File: src/rtl/alu_arbiter.sv
// alu_arbiter: round-robin arbiter that shares one external combinational ALU
// between two requesters. One operation is in flight at a time:
//   IDLE -> accept one request, latch operands
//   EXEC -> latch ALU result/flags into the response registers
//   RESP -> hold the response until rsp_valid && rsp_ready
//
// Parameters:
//   RR_INIT        last-granted index after reset (1 -> requester 0 wins first tie)
// Configuration macro:
//   ALU_ARBITER_FLAGS_EN  defined: rsp_flags registered from alu_flags
//                         undefined: rsp_flags tied to 0, alu_flags ignored
// Ports:
//   clk, rst                     clock, async active-high reset
//   req{0,1}_valid/ready         request handshake per requester
//   req{0,1}_a/_b/_op            operands and ALU control code
//   alu_a, alu_b, alu_ctrl       operands/control to the shared ALU (registered)
//   alu_result, alu_flags        combinational ALU outputs {Z,V,N,C}
//   rsp_valid/ready              response handshake
//   rsp_id, rsp_result, rsp_flags response owner, captured result and flags
module alu_arbiter #(
  parameter logic RR_INIT = 1'b1
) (
  input  logic        clk,
  input  logic        rst,
  input  logic        req0_valid,
  output logic        req0_ready,
  input  logic [31:0] req0_a,
  input  logic [31:0] req0_b,
  input  logic [2:0]  req0_op,
  input  logic        req1_valid,
  output logic        req1_ready,
  input  logic [31:0] req1_a,
  input  logic [31:0] req1_b,
  input  logic [2:0]  req1_op,
  output logic [31:0] alu_a,
  output logic [31:0] alu_b,
  output logic [2:0]  alu_ctrl,
  input  logic [31:0] alu_result,
  input  logic [3:0]  alu_flags,
  output logic        rsp_valid,
  input  logic        rsp_ready,
  output logic        rsp_id,
  output logic [31:0] rsp_result,
  output logic [3:0]  rsp_flags
);

  typedef enum logic [1:0] {IDLE, EXEC, RESP} state_t;

  state_t      state, state_nx;
  logic        last_grant;
  logic        accept;
  logic        grant_id;
  logic [31:0] opnd_a, opnd_b;
  logic [2:0]  opnd_ctrl;
  logic        opnd_id;

  // Grant: a lone requester wins; on a tie the one not granted last time wins.
  always_comb begin
    accept   = (state == IDLE) && (req0_valid || req1_valid);
    grant_id = (req0_valid && req1_valid) ? ~last_grant : req1_valid;
    req0_ready = accept && !grant_id;
    req1_ready = accept && grant_id;
  end

  always_comb begin
    state_nx = state;
    unique case (state)
      IDLE: if (accept) state_nx = EXEC;
      EXEC: state_nx = RESP;
      RESP: if (rsp_ready) state_nx = IDLE;
      default: state_nx = IDLE;
    endcase
  end

  always_ff @(posedge clk or posedge rst) begin
    if (rst) state <= IDLE;
    else     state <= state_nx;
  end

  always_ff @(posedge clk or posedge rst) begin
    if (rst) begin
      opnd_a     <= '0;
      opnd_b     <= '0;
      opnd_ctrl  <= '0;
      opnd_id    <= 1'b0;
      last_grant <= RR_INIT;
    end else if (accept) begin
      opnd_a     <= grant_id ? req1_a  : req0_a;
      opnd_b     <= grant_id ? req1_b  : req0_b;
      opnd_ctrl  <= grant_id ? req1_op : req0_op;
      opnd_id    <= grant_id;
      last_grant <= grant_id;
    end
  end

  assign alu_a    = opnd_a;
  assign alu_b    = opnd_b;
  assign alu_ctrl = opnd_ctrl;
  // The owner id only changes on accept, so it is stable throughout RESP.
  assign rsp_id   = opnd_id;

  always_ff @(posedge clk or posedge rst) begin
    if (rst) begin
      rsp_valid  <= 1'b0;
      rsp_result <= '0;
    end else if (state == EXEC) begin
      rsp_valid  <= 1'b1;
      rsp_result <= alu_result;
    end else if (state == RESP && rsp_ready) begin
      rsp_valid  <= 1'b0;
    end
  end

`ifdef ALU_ARBITER_FLAGS_EN
  always_ff @(posedge clk or posedge rst) begin
    if (rst)                 rsp_flags <= '0;
    else if (state == EXEC)  rsp_flags <= alu_flags;
  end
`else
  logic unused_flags;
  assign unused_flags = ^alu_flags;
  assign rsp_flags    = '0;
`endif

endmodule

File: config.mk
export PLATFORM = sky130hd
export DESIGN_NAME = alu_arbiter
export DESIGN_NICKNAME = d
export VERILOG_FILES = /design/src/rtl/alu_arbiter.sv
export SDC_FILE = /design/constraint.sdc
export NUM_CORES = 1
export LEC_CHECK = 0
export CAP_MARGIN = 10
export CORE_MARGIN = 2
export CORE_UTILIZATION = 40
export CTS_CLUSTER_SIZE = 24
export DETAILED_ROUTE_END_ITERATION = 12
export PLACE_DENSITY = 0.87
export SETUP_SLACK_MARGIN = 0.3
export SYNTH_ARGS = -nofsm -noshare
export SYNTH_HDL_FRONTEND = slang
export SYNTH_SLANG_ARGS = --single-unit
File: constraint.sdc
create_clock -name clk -period 8.8 [get_ports clk]
set_input_delay 1.32 -clock clk [delete_from_list [all_inputs] [get_ports clk]]
set_output_delay 1.32 -clock clk [all_outputs]
set_load 0.05 [all_outputs]
## Yosys cells after proc, flatten, opt, wreduce, memory -nomap -nowiden

Cells that the tools add are included.

| operators by class | value |
|---|---|
| eq/ne operators | 4 |
| multiplexer cells | 9 |
| bitwise logic cells | 1 |
| reductions and logical operators | 10 |

Operators with widths:

| operator | number |
|---|---|
| $mux W32 | 2 |
| $pmux W2 S3 | 1 |
| $logic_and A1 B1 Y1 | 5 |
| $mux W2 | 2 |
| $ne A2 B2 Y1 const B | 2 |
| $mux W1 | 3 |
| $mux W3 | 1 |
| $eq A2 B1 Y1 const B | 1 |
| $eq A2 B2 Y1 const B | 1 |
| $logic_not A2 Y1 | 1 |
| $reduce_and A2 Y1 | 1 |
| $reduce_bool A2 Y1 | 1 |
| $logic_not A1 Y1 | 1 |
| $logic_or A1 B1 Y1 | 1 |
| $not A1 Y1 | 1 |

| word-level totals | value |
|---|---|
| bits in registers | 104 |
| bits of input ports | 175 |
| output and inout bits | 107 |
| word-level logic and storage cells | 32 |

## Logic depth before layout (Yosys ltp)

| logic depth | value |
|---|---|
| word-level depth | 4 |
| mapped depth | 7 |

## Worst setup path after synthesis

OpenSTA, ideal clock, no wires.

| path | value |
|---|---|
| path type | input to output |
| start point | input req1_valid |
| end point | output req1_ready |
| arrival | 2714 ps |
| path slack | 4766 ps |
| stages on the path | 2 |
| buffers on the path | 0 |
| cell sequence | a21bo_2 -> nor3_1 |

| between the ends | value |
|---|---|
| word-level cells in the longest chain between the ends | 3 |

RTL lines:

| item | RTL line | source |
|---|---|---|
| start: declaration | 30 | `input logic req1_valid,` |
| $logic_and A1 B1 Y1 or $logic_or A1 B1 Y1 (tied branches) | 60, 59 |  |
| $mux W1 or $logic_and A1 B1 Y1 (tied branches) | 60, 59 |  |
| $logic_and A1 B1 Y1 (*) | 62 | `req1_ready = accept && grant_id;` |
| end: declaration | 31 | `output logic req1_ready,` |

Every way passes the cells marked *; elsewhere a longest branch is shown, timed or not.

## Worst setup path in the final report

| path | value |
|---|---|
| start point | input req0_valid |
| end point | output req0_ready |

| between the ends | value |
|---|---|
| word-level cells in the longest chain between the ends | 4 |

RTL lines:

| item | RTL line | source |
|---|---|---|
| start: declaration | 25 | `input logic req0_valid,` |
| $logic_and A1 B1 Y1 | 60 | `grant_id = (req0_valid && req1_valid) ? ~last_grant : req1_valid;` |
| $mux W1 | 60 |  |
| $logic_not A1 Y1 | 61 | `req0_ready = accept && !grant_id;` |
| $logic_and A1 B1 Y1 (*) | 61 |  |
| end: declaration | 26 | `output logic req0_ready,` |

Marked as above.

==> results_dict.tcl <==
set metrics [dict create \
    multi_input_area_um2 1640 \
    worstPathMaxFanout 46 \
    drtIter0Drc 275 \
    intPower_uw 1620 \
    root_buffer "clkbuf_8" \
    drt_pass1_iterations 4 \
    min_period_ps 5480 \
    cpMostUsedCell "clkdlybuf4s50_1" \
    hold_class "register to register" \
    synthFlopType "dfrtp_1" \
    critical_path.top_delay_family "buffers and inverters" \
    wire_per_inst_um 18.6 \
    peakVddDrop_mv 0.314 \
    hold_buffers 0 \
    post_cts_buffers 0 \
    max_freq_mhz 182 \
    place_congestion 0.765 \
    synth_top_cell_by_area "dfrtp_1" \
    synthMostInstantiatedCell "dfrtp_1" \
    rows 38 \
    hold_viol_final 0 \
    n_fill_cell 789 \
    cts_sinks 104 \
    worstMarginPinSlew_ps 946 \
    ys_types 25 \
    regArea_um2 2600 \
    power_switching_uw 1590 \
    worst_ep_required_time_ps 7480 \
    ys_seq_area_share_pct 58.5 \
    route.detailed.drc 0 \
    grt_start_max_net_pins 69 \
    synth-edff-count 0 \
    cts_max_level 3 \
    clk_path_buf_depth 2 \
    grt_pass1_wl_mm 21.6 \
    dp_slack_ps 3340 \
    antenna_found_initial 0 \
    io_buffers 273 \
    yosys-top-cells-count "dfrtp_1, nand2_1, a221o_1, and3_1, mux2_2" \
    tritoncts "done" \
    syn2layout_area_growth_pct 66.7 \
    die_w_um 109 \
    p_comb_share_pct 62.7 \
    synth_area_um2 4450 \
    synth_top_area_share_pct 57.9 \
    final_antenna_net_count 0 \
    synthCells 372 \
    post-route-util_pct 68.4 \
    pwr-share-clk_pct 10.2 \
    drt_wl_total_mm 14.3 \
    grt_pass1_vias 4348 \
    fin_skew_ps 9.85 \
    drive_above_1_share_pct 9.54 \
    slowest_delay_ps 900 \
    die_h_um 109 \
    grt_usage_pct 23.4 \
    die-area_um2 12000 \
    cp-end-kind "output pin" \
    cts_buffers 9 \
    crit_buf_inv 2 \
    final.setup.tns_ps 0 \
    num_vias 4112 \
    ys_top_cells_by_area "dfrtp_1, a221o_1, mux2_2" \
    setup_slack_ps 3320 \
    cts_resized 0 \
    clk_pin_slew_worst_paths_ps 100 \
    p_leak_uw 0.00319 \
    start_util_pct 41.0 \
    grt-ovfl-total 0 \
    async_reset_ff_share_pct 100 \
    antenna-diode-count 0 \
    core_area_um2 10800 \
    post-route-period-util_pct 62.3 \
    post-dp-hpwl_mm 10.4 \
    cp_slowest_cell "clkdlybuf4s50_1" \
    critical_path_class "input pin to output pin" \
    synth_area_per_cell_um2 12.0 \
    power.share.sequential_pct 27.0 \
    ys_warn_count 0 \
    status "finished, final reports clean" \
    nNetsFinal 799 \
    slew_viol_final 0 \
    switching_share_pct 49.5 \
    yosys_register_bits 104 \
    maxSlewHeadroom_pct 36.7 \
    grt_setup_unrepaired "false" \
    insertion_delay_ps 370 \
    drv_cap 0 \
    crit_chain "clkdlybuf4s50_1, or2_1, and3_4, clkdlybuf4s50_1" \
    ios 282 \
    start_kind "input pin" \
    setup_viol 0 \
    vias_per_cell 5.35 \
    regToRegSetupSlack_ps 5790 \
    worstPathArrival_ps 4160 \
    finalPower_uw 3210 \
    powerDensity_nw_per_um2 432 \
]
worst paths after layout:
kind | depth (start not counted) | end | startpoint
worst min register to register | 1 | rsp_id | rsp_id
worst max-delay path | 4 | req0_ready | req0_valid
worst max register to register | 5 | alu_b[31] | state[1]
min in group asynchronous | 2 | rsp_result[8] | rst
worst min-delay path | 1 | rsp_id | rsp_id
max in group asynchronous | 3 | alu_a[3] | rst
area by class of cell:
cell class                 count  share of cell area, %
clock inverter                 6                   1.25
timing repair buffer         277                   37.3
inverter                       3                  0.186
clock buffer                  10                   1.72
tap                          140                   2.36
sequential                   104                   35.1
multi-input combinational    229                   22.1
power groups by stage:
stage	registers [uW]	logic [uW]	clock network, uW
finish	867	2010	328
global route	895	2100	355
CTS	868	2020	336
detailed placement	875	2020	0
global placement	857	1990	0
floorplan	1680	530	0
placed cells by master, fill, tap and decap left out, drive strengths merged:
cell / netlist / final
clkdlybuf4s50: 0 / 273
dfrtp: 103 / 103
and3: 46 / 46
nand2: 46 / 46
a221o: 45 / 45
mux2: 32 / 32
a21oi: 24 / 24
a31oi: 22 / 22
clkbuf: 15 / 10
conb: 1 / 4
buf: 24 / 4
inv: 3 / 4
a21o: 2 / 2
bufinv: 0 / 2
or2: 2 / 2
clkinv: 0 / 2
nor2b: 1 / 1
nor2: 1 / 1
a21bo: 1 / 1
a21boi: 1 / 1
nor3: 1 / 1
nor3b: 1 / 1
clkinvlp: 0 / 1
dfstp: 1 / 1
registers in the layout, indices dropped and copies added (netlist names):
name / cells
last_grant: 1
rsp_result: 32
alu_ctrl: 3
rsp_valid: 1
alu_b: 32
state: 2
rsp_id: 1
alu_a: 32
metrics by stage:
step | hold slack, ps | cell area, um2 | cells
detailed placement | 476 | 7200 | 753
floorplan | 508 | 4460 | 375
global placement | 470 | 7200 | 753
CTS | 509 | 7420 | 769
global route | 522 | 7420 | 769
finish | 507 | 7420 | 769
worst register-to-register path, delay by kind of cell, from the launching register on:
kind	cells	cell delay (ps)
flip-flops	1	470
buffers and inverters	2	1330
AO/OA/AOI/OAI	1	190
AND/OR/NAND/NOR	2	850
logic make-up after synthesis:
kind of cell / after synthesis / share of synthesized area, %
AOI/OAI and AO/OA: 95 / 16.7
other: 1 / 0.0843
muxes: 32 / 8.10
and+or+nand+nor: 98 / 11.3
buffers and inverters: 42 / 5.26
DFF: 104 / 58.5
layer usage:
layer / share of wire (%) / GRT usage [%] / wire [um] / up-vias
li1: - / - / - / 1876
met1: 36 / 25.2 / 5170 / 1990
met2: 50 / 41.0 / 7180 / 204
met3: 9.6 / 7.17 / 1370 / 42
met4: 4.0 / 12.7 / 566 / 0
met5: 0 / 0 / 0 / -
Note: power is estimated with default switching activity, not from simulation.
